## config.mk

```make
export PLATFORM = sky130hd
export DESIGN_NAME = pipelined_ripple_adder
export DESIGN_NICKNAME = d
export VERILOG_FILES = /design/src/rtl/pipelined_ripple_adder_pkg.sv /design/src/rtl/pipelined_ripple_adder_chunk.sv /design/src/rtl/pipelined_ripple_adder.sv
export SDC_FILE = /design/constraint.sdc
export NUM_CORES = 1
export LEC_CHECK = 0
export CAP_MARGIN = 30
export CORE_MARGIN = 2
export CORE_UTILIZATION = 45
export DETAILED_ROUTE_END_ITERATION = 8
export PLACE_DENSITY = 0.76
export SYNTH_ARGS = -nofsm -noshare
export SYNTH_HDL_FRONTEND = slang
export SYNTH_SLANG_ARGS = --single-unit
```

## constraint.sdc

```tcl
create_clock -name clk -period 3.79 [get_ports clk]
set_input_delay 0.9475 -clock clk [delete_from_list [all_inputs] [get_ports clk]]
set_output_delay 0.9475 -clock clk [all_outputs]
set_load 0.02 [all_outputs]
```

## src/rtl/pipelined_ripple_adder_pkg.sv

```systemverilog
// Shared constants and configuration helpers for the pipelined ripple adder.
// Holds no typedefs; the datapath is sized entirely by module parameters.
package pipelined_ripple_adder_pkg;

  localparam int unsigned DEFAULT_WIDTH  = 16;
  localparam int unsigned DEFAULT_STAGES = 4;

  // Bits handled by one pipeline stage.
  function automatic int unsigned chunk_width(input int unsigned width,
                                              input int unsigned stages);
    return width / stages;
  endfunction

  // A configuration is usable when every stage owns at least one whole bit.
  function automatic bit legal_config(input int unsigned width,
                                      input int unsigned stages);
    return (stages >= 1) && (width >= stages) && ((width % stages) == 0);
  endfunction

endpackage

```

## src/rtl/pipelined_ripple_adder_chunk.sv

```systemverilog
// Combinational C-bit ripple-carry adder built from per-bit full adders.
// Also reports the carry into its MSB so the last chunk can derive signed overflow.
module ripple_chunk_adder
  import pipelined_ripple_adder_pkg::*;
#(
  parameter int unsigned C = 4
) (
  input  logic [C-1:0] a,
  input  logic [C-1:0] b,
  input  logic         cin,
  output logic [C-1:0] sum,
  output logic         cout,
  output logic         cmsb
);

  logic [C:0] carry;

  assign carry[0] = cin;

  for (genvar i = 0; i < C; i++) begin : g_fa
    logic half;
    assign half       = a[i] ^ b[i];
    assign sum[i]     = half ^ carry[i];
    assign carry[i+1] = (a[i] & b[i]) | (carry[i] & half);
  end

  assign cout = carry[C];
  assign cmsb = carry[C-1];

endmodule

```

## src/rtl/pipelined_ripple_adder.sv

```systemverilog
// Valid/ready add/subtract unit: one C-bit chunk per stage, carry registered between
// stages, upper operand chunks skewed forward and finished sum chunks shifted in on top.
module pipelined_ripple_adder
  import pipelined_ripple_adder_pkg::*;
#(
  parameter int unsigned WIDTH  = DEFAULT_WIDTH,
  parameter int unsigned STAGES = DEFAULT_STAGES
) (
  input  logic             clk,
  input  logic             reset,
  input  logic             in_valid,
  output logic             in_ready,
  input  logic [WIDTH-1:0] a,
  input  logic [WIDTH-1:0] b,
  input  logic             carry_in,
  input  logic             sub,
  output logic             out_valid,
  input  logic             out_ready,
  output logic [WIDTH-1:0] sum,
  output logic             carry_out,
  output logic             overflow
);

  localparam int unsigned C = chunk_width(WIDTH, STAGES);

  if (!legal_config(WIDTH, STAGES)) begin : g_bad_cfg
    $error("pipelined_ripple_adder: WIDTH must be a nonzero multiple of STAGES");
  end

  logic             adv;
  logic [WIDTH-1:0] b_eff;
  logic             cin0;

  // Pipeline registers: skewed operands (already shifted so the next chunk sits at
  // bit 0), partial sums (finished chunks accumulate from the top down), carries.
  logic [STAGES-1:0] vld;
  logic [STAGES-1:0] c_q;
  logic [WIDTH-1:0]  a_sk [STAGES];
  logic [WIDTH-1:0]  b_sk [STAGES];
  logic [WIDTH-1:0]  s_q  [STAGES];
  logic              ovf_q;

  logic [C-1:0]      op_a   [STAGES];
  logic [C-1:0]      op_b   [STAGES];
  logic [C-1:0]      ch_sum [STAGES];
  logic [STAGES-1:0] op_cin;
  logic [STAGES-1:0] ch_cout;
  logic [STAGES-1:0] ch_cmsb;

  // The whole pipeline moves as one; a stalled output freezes every stage.
  assign adv      = ~out_valid | out_ready;
  assign in_ready = adv;

  // Subtract is a + ~b + 1, so carry_in is overridden in that mode.
  assign b_eff = sub ? ~b : b;
  assign cin0  = sub ? 1'b1 : carry_in;

  assign op_a[0]   = a[C-1:0];
  assign op_b[0]   = b_eff[C-1:0];
  assign op_cin[0] = cin0;

  for (genvar k = 1; k < STAGES; k++) begin : g_operands
    assign op_a[k]   = a_sk[k-1][C-1:0];
    assign op_b[k]   = b_sk[k-1][C-1:0];
    assign op_cin[k] = c_q[k-1];
  end

  for (genvar k = 0; k < STAGES; k++) begin : g_chunk
    ripple_chunk_adder #(.C(C)) u_chunk (
      .a    (op_a[k]),
      .b    (op_b[k]),
      .cin  (op_cin[k]),
      .sum  (ch_sum[k]),
      .cout (ch_cout[k]),
      .cmsb (ch_cmsb[k])
    );
  end

  // Stage registers: reset clears every slot so nothing in flight survives.
  always_ff @(posedge clk) begin
    if (reset) begin
      vld   <= '0;
      c_q   <= '0;
      ovf_q <= 1'b0;
      for (int unsigned k = 0; k < STAGES; k++) begin
        a_sk[k] <= '0;
        b_sk[k] <= '0;
        s_q[k]  <= '0;
      end
    end else if (adv) begin
      vld     <= (vld << 1) | STAGES'(in_valid);
      c_q     <= ch_cout;
      ovf_q   <= ch_cout[STAGES-1] ^ ch_cmsb[STAGES-1];
      a_sk[0] <= a >> C;
      b_sk[0] <= b_eff >> C;
      s_q[0]  <= WIDTH'(ch_sum[0]) << (WIDTH - C);
      for (int unsigned k = 1; k < STAGES; k++) begin
        a_sk[k] <= a_sk[k-1] >> C;
        b_sk[k] <= b_sk[k-1] >> C;
        s_q[k]  <= (s_q[k-1] >> C) | (WIDTH'(ch_sum[k]) << (WIDTH - C));
      end
    end
  end

  assign out_valid = vld[STAGES-1];
  assign sum       = s_q[STAGES-1];
  assign carry_out = c_q[STAGES-1];
  assign overflow  = ovf_q;

  // Last-stage skew and the lower chunks' MSB carries carry no information.
  logic unused_sink;
  assign unused_sink = ^{a_sk[STAGES-1], b_sk[STAGES-1], ch_cmsb};

endmodule

```

== Word level (Yosys, flattened, before mapping) ==
Memories as Yosys holds them, arrays and structs flattened.
Cells that the tools add are included.

* Register bits after elaboration: 9
* Memory bits (writable): 160
* Input port bits: 38
* Output and inout bits: 20
* Logic and storage cells: 125
* Memories kept: 3

{| class="wikitable"
|+ Memories
! memory !! depth !! width !! read ports !! clocked after Yosys merged registers in !! write ports !! RTL line !! RTL
|-
| s_q || 4 || 16 || 4 || 0 || 4 || pipelined_ripple_adder.sv:40 || <nowiki>logic [WIDTH-1:0] s_q [STAGES];</nowiki>
|-
| a_sk || 4 || 12 || 3 || 0 || 4 || pipelined_ripple_adder.sv:38 || <nowiki>logic [WIDTH-1:0] a_sk [STAGES];</nowiki>
|-
| b_sk || 4 || 12 || 3 || 0 || 4 || pipelined_ripple_adder.sv:39 || <nowiki>logic [WIDTH-1:0] b_sk [STAGES];</nowiki>
|}

* Muxes and demuxes: 19
* Bitwise operators: 100

{| class="wikitable"
|+ Operators with widths
! cell !! count
|-
| $mux 12 || 8
|-
| $mux 16 || 5
|-
| $or 12x16->16 || 3
|-
| $xor 1x1->1 || 33
|-
| $and 1x1->1 || 32
|-
| $or 1x1->1 || 29
|-
| $not 16->16 || 1
|-
| $mux 1 || 6
|-
| $or 4x1->4 || 1
|-
| $not 1->1 || 1
|}

== Logic depth before layout (Yosys ltp) ==
Gate-level depths: netlist of run 1.

* Word-level depth: 11
* Depth in mapped cells: 11
* Gate-level depth less buffers: 10

== Hierarchy ==
From an unflattened synthesis of run 1, not the netlist that was laid out.

* Cell total of the unflattened synthesis: 311
* Area total of the unflattened synthesis: 4344.2 um^2

{| class="wikitable"
|+ Modules (own cells, without submodules)
! module !! times used !! cells each !! area each (um^2) !! sequential area each (um^2)
|-
| pipelined_ripple_adder || 1 || 263 || 3903.7 || 2822.7
|-
| ripple_chunk_adder || 4 || 12 || 110.1 || 0.0
|}

== Worst setup path before layout of run 1 ==
Ideal clock, no wire load.

* Kind: input-to-reg
* Start point: input reset
* End point: memory a_sk[0][0] in the netlist's numbering, enable pin
* Setup time: 0.461 ns
* Arrival time: 3.388 ns
* Data required time: 3.329 ns
* Path slack: -0.059 ns
* Cell stages on the path: 2
* Path buffers: 1
* Path through: clkbuf_1 nand2b_1

{| class="wikitable"
|+ RTL lines
! item !! RTL line !! RTL
|-
| from (decl) || pipelined_ripple_adder.sv:10 || <nowiki>input logic reset,</nowiki>
|-
| to (decl) || pipelined_ripple_adder.sv:38 ||
|}

==> results of run 1 <==
worst min-delay path: cells and delay by family, from the launching register on:
| kind | cells | cell delay (ns) |
|---|---|---|
| AND/OR/NAND/NOR | 1 | 0.05 |
| flip-flops | 1 | 0.32 |
| AO/OA/AOI/OAI | 1 | 0.05 |
logic make-up after synthesis:
logic type | share of synthesized area, %
compound gates | 1.12
fa+ha+maj | 7.56
flops | 66.6
simple gates | 16.2
xor+xnor | 3.52
buf+inv | 4.99
state kept, by name (all words and copies together), names as in the netlist:
signal and count:
c_q 4, vld 4, b_sk 24, s_q 40
a_sk 24, overflow 1
cell type report:
| cell class | count | area (sq um) |
|---|---|---|
| clock buffer | 9 | 124 |
| clock inverter | 6 | 67.6 |
| fill | 772 | 4120 |
| inverter | 25 | 98.8 |
| multi-input combinational | 149 | 1210 |
| sequential | 97 | 2820 |
| tap | 111 | 139 |
| timing repair buffer | 62 | 621 |
synth_stat cells (all sizes together):
cell type	instances	area, sq um
edfxtp	88	2640
and2	69	457
inv	25	98.9
nor2	25	150
fa	16	320
xnor2	14	123
nand2	10	37.5
dfxtp	9	180
buf	8	83.8
clkbuf	6	28.8
a21oi	5	25.0
a211oi	3	22.5
xor2	3	26.3
nand2b	2	20.0
nor2b	1	13.8
or2	1	6.26
stage by stage:
stage	std cells	worst slack, ns
floorplan	285	0.422
CTS	459	0.487
global placement	444	0.169
global route	459	0.400
detailed placement	444	0.106
finish	459	0.513
per-layer routing:
layer | GRT usage (%) | routed length, um
met4 | 4.99 | 54
met3 | 3.61 | 240
met5 | 0 | 0
met2 | 17.9 | 2720
met1 | 15.9 | 2410
cell usage in the layout (no fill, tap or decap), types with 2 or more instances in the layout:
master	n
nor2_1	14
buf_4	4
fa_1	16
a211oi_1	3
and2_4	10
a21oi_1	5
nand2_1	10
dfxtp_1	9
xnor2_1	14
nor2_2	7
and2_1	59
nor2_4	3
clkinvlp_4	2
clkdlybuf4s50_1	57
clkbuf_8	9
inv_6	2
nand2b_4	2
edfxtp_1	88
xor2_1	3
inv_1	24
power by group:
group | switching [uW] | internal [uW] | total (uW)
Clock | 343 | 304 | 647
Sequential | 18.8 | 1240 | 1260
Combinational | 91.3 | 114 | 205
how the worst max path moves through the flow:
| stage | start | endpoint | slack [ns] | depth (start not counted) |
|---|---|---|---|---|
| final | sub | s_q[0][15]$_SDFFCE_PN0P_ | 0.51 | 9 |
| after global routing | sub | s_q[0][15]$_SDFFCE_PN0P_ | 0.40 | 9 |
| after CTS | sub | s_q[0][15]$_SDFFCE_PN0P_ | 0.49 | 9 |
| after detailed placement | sub | s_q[0][15]$_SDFFCE_PN0P_ | 0.11 | 9 |
| after global placement | sub | s_q[0][15]$_SDFFCE_PN0P_ | 0.17 | 9 |
| after floorplan | sub | s_q[0][15]$_SDFFCE_PN0P_ | 0.42 | 10 |
==> results.md, run 1 <==
* Nets at 398
* Diode count at 0
* Site row count at 35
* TritonCTS clock tree: done
* Die height at 101 um
* Pre-Repair DR Iteration Count at 4
* Clock sinks at 97
* Status: finished clean
* VDD IR max at 224 uV
* CP peak stage delay at 0.51 ns
* Die X at 101 um
* Sum Neg Setup Slack at 0 ns
* Synth unique cells at 26
* Clk slew on worst S/H paths at 0.09 ns
* Antenna-violating nets left at 0
* Hold path startpoint: vld[1]$_SDFFE_PP0P_
* Clock period minus worst slack at 3.28 ns
* Sequential share of the synthesized area at 66.6%
* CTS max path bufs at 2
* Initial Util at 46.1%
* Slew margin rel. at 54.6%
* Setup Skew at 0.0144 ns
* CP top delay family: adder cells
* Total grt overflow at 0
* Syn Nets at 339
* Gp weighted congestion at 0.715
* Peak Freq at 0.305 GHz
* Slowest stage cell on the critical path: clkdlybuf4s50_1
* Critical Path End Type: flip-flop
* Via-to-Cell Ratio at 4.50
* Total die area at 10200 sq um
* Core Util, Final at 55.3%
* Critical path buffers and inverters at 3
* Area delta synth->final at 20.0%
* H-tree depth at 3
* Post-Syn Area at 4240 sq um
* DR vias at 2065
* Reg2reg setup slack at 1.44 ns
* Final hold slack at 0.458 ns
* # IOs at 58
* HPWL after DPL at 3640 um
* TritonCTS Buffers at 9
* Setup bufs post-CTS at 0
* Largest net degree at the start of global routing at 70
* CP Cell Sequence: clkdlybuf4s50_1 > or2_2 > fa_1 > fa_1 > inv_1 > fa_1 > inv_1 > fa_1 > and2_1
* FF-to-FF End: s_q[3][15]$_SDFFCE_PN0P_
* PD cells at 416 nW/um^2
* Tcrit/Tclk final at 86.5%
* Antenna violations before repair at 0
* Hold Path Class: flip-flop to flip-flop
* CTS Root Cell: clkbuf_8
* Final Hold Fails at 0
* Design Area, Final at 5080 sq um
* Mean Syn Cell Area at 14.9 sq um
* Initial DRC count at 92
* Reg2reg path depth at 8
* Clock latency on the worst-skew pair at 0.35 ns
* Post-Syn Instances at 285
* Pins Over Slew Limit at 0
* Worst r2r src: a_sk[0][24]$_SDFFCE_PN0P_
* DP Area at 4890 sq um
* Unrepaired setup endpoints after global routing: false
* Post-cts resize count at 0
* Vias in the first global route at 1905
* Hold buffers post-CTS at 0
* Max-cap viol count at 0
* Final setup violation count at 0
* Post-synthesis register bit count at 97
* Lkg Pwr at 0.00200 uW
* Worst Hold End: vld[1]$_SDFFE_PP0P_
* Share of cells above drive strength 1 at 13.2%
* # DRC at 0
* Core area at 9200 sq um
* Hold path depth at 2
* Syn. warnings at 0
* Kind of critical path: primary input to flip-flop
* Tot GR Track Use at 11.8%
* First-pass GRT wire length at 9070 um
* Routed Wire Length at 5420 um
* DR WL/cell at 11.8 um
* Startpoint types: primary input
* Crit path DAT at 3.38 ns
* Crit path top cell by count: fa_1
* Critical Path Fanout Max at 3
* CP Data Required Time at 3.90 ns
* Total power at 2110 uW
* Port buffer count at 57
* Slew of the pin with the lowest slew margin at 0.681 ns
Power figures use the tool's default switching activity.
==> run 2, diff against run 1 <==
- CTS_BUF_LIST: default -> sky130_fd_sc_hd__clkbuf_8
==> results of run 2 <==
Final layout, timing and power as in run 1 (identical DEF).
==> run 3, diff against run 2 <==
- MAX_ROUTING_LAYER: default -> met4
==> run 3 against run 2 <==
Effect of this change: setup slack better by 0.0038 ns; core utilization unchanged; critical path type unchanged; hold slack is essentially flat; highest routed layer unchanged; sequential power about the same; sequential share of layout area unchanged; largest cell class unchanged; wire length grew 0.74%; maximum frequency up 0.12%; clock-buffer cell count is the same; via count decreased by 0.68%.
==> results.md, run 3 (same netlist as run 1, synthesis figures left out) <==
* Diode count at 0 (unchanged)
* Antenna violations before repair at 0 (unchanged)
* First-pass GRT wire length at 9090 um (+0.15%)
* DR vias at 2051 (-0.68%)
* Placed Cells at 444 (unchanged)
* Share of cells above drive strength 1 at 13.2% (unchanged)
* Gp weighted congestion at 0.723 (+1.2%)
* Routed Wire Length at 5460 um (+0.74%)
* Antenna-violating nets left at 0 (unchanged)
* DR WL/cell at 11.9 um (+0.74%)
* Clock latency on the worst-skew pair at 0.35 ns (about the same)
* Slew margin rel. at 53.6% (-0.97 points)
* Slew of the pin with the lowest slew margin at 0.696 ns (+0.0145 ns)
* Nets at 398 (unchanged)
* Max reg flops at 40 (unchanged)
* Most common cell after layout, fill and taps aside: edfxtp_1
* Total grt overflow at 0 (unchanged)
* CTS max path bufs at 2 (unchanged)
* HPWL after DPL at 3640 um (unchanged)
* Core area at 9200 sq um (unchanged)
* CP Data Required Time at 3.90 ns (about the same)
* Hold path depth at 2 (unchanged)
* Setup Skew at 0.0124 ns (-0.00204 ns)
* Peak Freq at 0.306 GHz (+0.12%)
* Initial DRC count at 84 (-8.7%)
* Largest Register: s_q
* Pins Over Slew Limit at 0 (unchanged)
* Crit path DAT at 3.38 ns (about the same)
* Kind of critical path: primary input to flip-flop
* Die height at 101 um (unchanged)
* Reg2reg path depth at 8 (unchanged)
* Via-to-Cell Ratio at 4.47 (-0.68%)
* Hold buffers post-CTS at 0 (unchanged)
* Die X at 101 um (unchanged)
* CTS Root Cell: clkbuf_8
* Tot GR Track Use at 12.2% (+0.42 points)
* Most frequent cells in the layout: edfxtp_1 (88), and2_1 (59), clkdlybuf4s50_1 (57)
* Startpoint types: primary input
* Final setup violation count at 0 (unchanged)
* # DRC at 0 (unchanged)
* Clock period minus worst slack at 3.27 ns (-0.00378 ns)
* Area delta synth->final at 20.0% (unchanged)
* Total die area at 10200 sq um (unchanged)
* Critical Path End Type: flip-flop
* Unrepaired setup endpoints after global routing: false
* Hold Path Class: flip-flop to flip-flop
* Lkg Pwr at 0.00200 uW (unchanged)
* # IOs at 58 (unchanged)
* Largest net degree at the start of global routing at 70 (unchanged)
* Setup bufs post-CTS at 0 (unchanged)
* VDD IR max at 224 uV (-0.11%)
* Clk slew on worst S/H paths at 0.08 ns (about the same)
* Vias in the first global route at 1908 (+0.16%)
* H-tree depth at 3 (unchanged)
* Site row count at 35 (unchanged)
* TritonCTS Buffers at 9 (unchanged)
* Final Hold Fails at 0 (unchanged)
* Tcrit/Tclk final at 86.4% (-0.10 points)
* Fin cells at 459 (unchanged)
* Core Util, Final at 55.3% (unchanged)
* Initial Util at 46.1% (unchanged)
* Largest regs: s_q (40), a_sk (24), b_sk (24)
* Max-cap viol count at 0 (unchanged)
* Post-cts resize count at 0 (unchanged)
* Sum Neg Setup Slack at 0 ns (unchanged)
* Clock sinks at 97 (unchanged)
* Critical Path Fanout Max at 3 (unchanged)
* Port buffer count at 57 (unchanged)
* TritonCTS clock tree: done
* PD cells at 416 nW/um^2 (about the same)
* Status: finished clean
* Pre-Repair DR Iteration Count at 4 (unchanged)
[run 3: cell counts in the layout (fill, tap and decap cells not counted)]
No cell type changed its count.
[run 3: power breakdown]
group          switching, uW  internal, uW  leakage, uW
Clock                    345           304    0.0000917
Sequential              18.9          1240      0.00112
Combinational           91.3           114     0.000788
Total                    455          1660      0.00200
[run 3: area by class of cell]
| type | instances | area [sq um] |
|---|---|---|
| clock buffer | 9 | 124 |
| clock inverter | 6 | 67.6 |
| fill | 772 | 4120 |
| inverter | 25 | 98.8 |
| multi-input combinational | 149 | 1210 |
| sequential | 97 | 2820 |
| tap | 111 | 139 |
| timing repair buffer | 62 | 621 |
[run 3: critical path, cell delays in order]
cell             delay [ns]
clkdlybuf4s50_1        0.51
or2_2                  0.33
fa_1                   0.38
fa_1                   0.37
inv_1                  0.07
fa_1                   0.17
inv_1                  0.05
fa_1                   0.41
and2_1                 0.14
[run 3: final timing paths]
path                                                 from                  endpoint  slack, ns
worst min-delay path                  vld[1]$_SDFFE_PP0P_       vld[1]$_SDFFE_PP0P_       0.46
worst min register to register        vld[1]$_SDFFE_PP0P_       vld[1]$_SDFFE_PP0P_       0.46
worst max-delay path                                  sub  s_q[0][15]$_SDFFCE_PN0P_       0.52
worst max register to register  a_sk[0][24]$_SDFFCE_PN0P_  s_q[3][15]$_SDFFCE_PN0P_       1.44
[run 3: per-stage QoR]
step           worst slack (ns)  hold WS (ns)  cell area [sq um]  total power, uW
2_1_floorplan             0.422         0.432               4240             1410
3_3_place_gp              0.169         0.439               4890             1490
3_5_place_dp              0.106         0.445               4890             1500
4_1_cts                   0.487         0.457               5080             2130
5_1_grt                   0.404         0.471               5080             2210
6_report                  0.517         0.458               5080             2110
[run 3: layer usage]
metal / track usage [%] / wire length, um
met1: 15.9 / 2470
met2: 18.0 / 2690
met3: 4.16 / 216
met4: 4.37 / 78
met5: - / 0
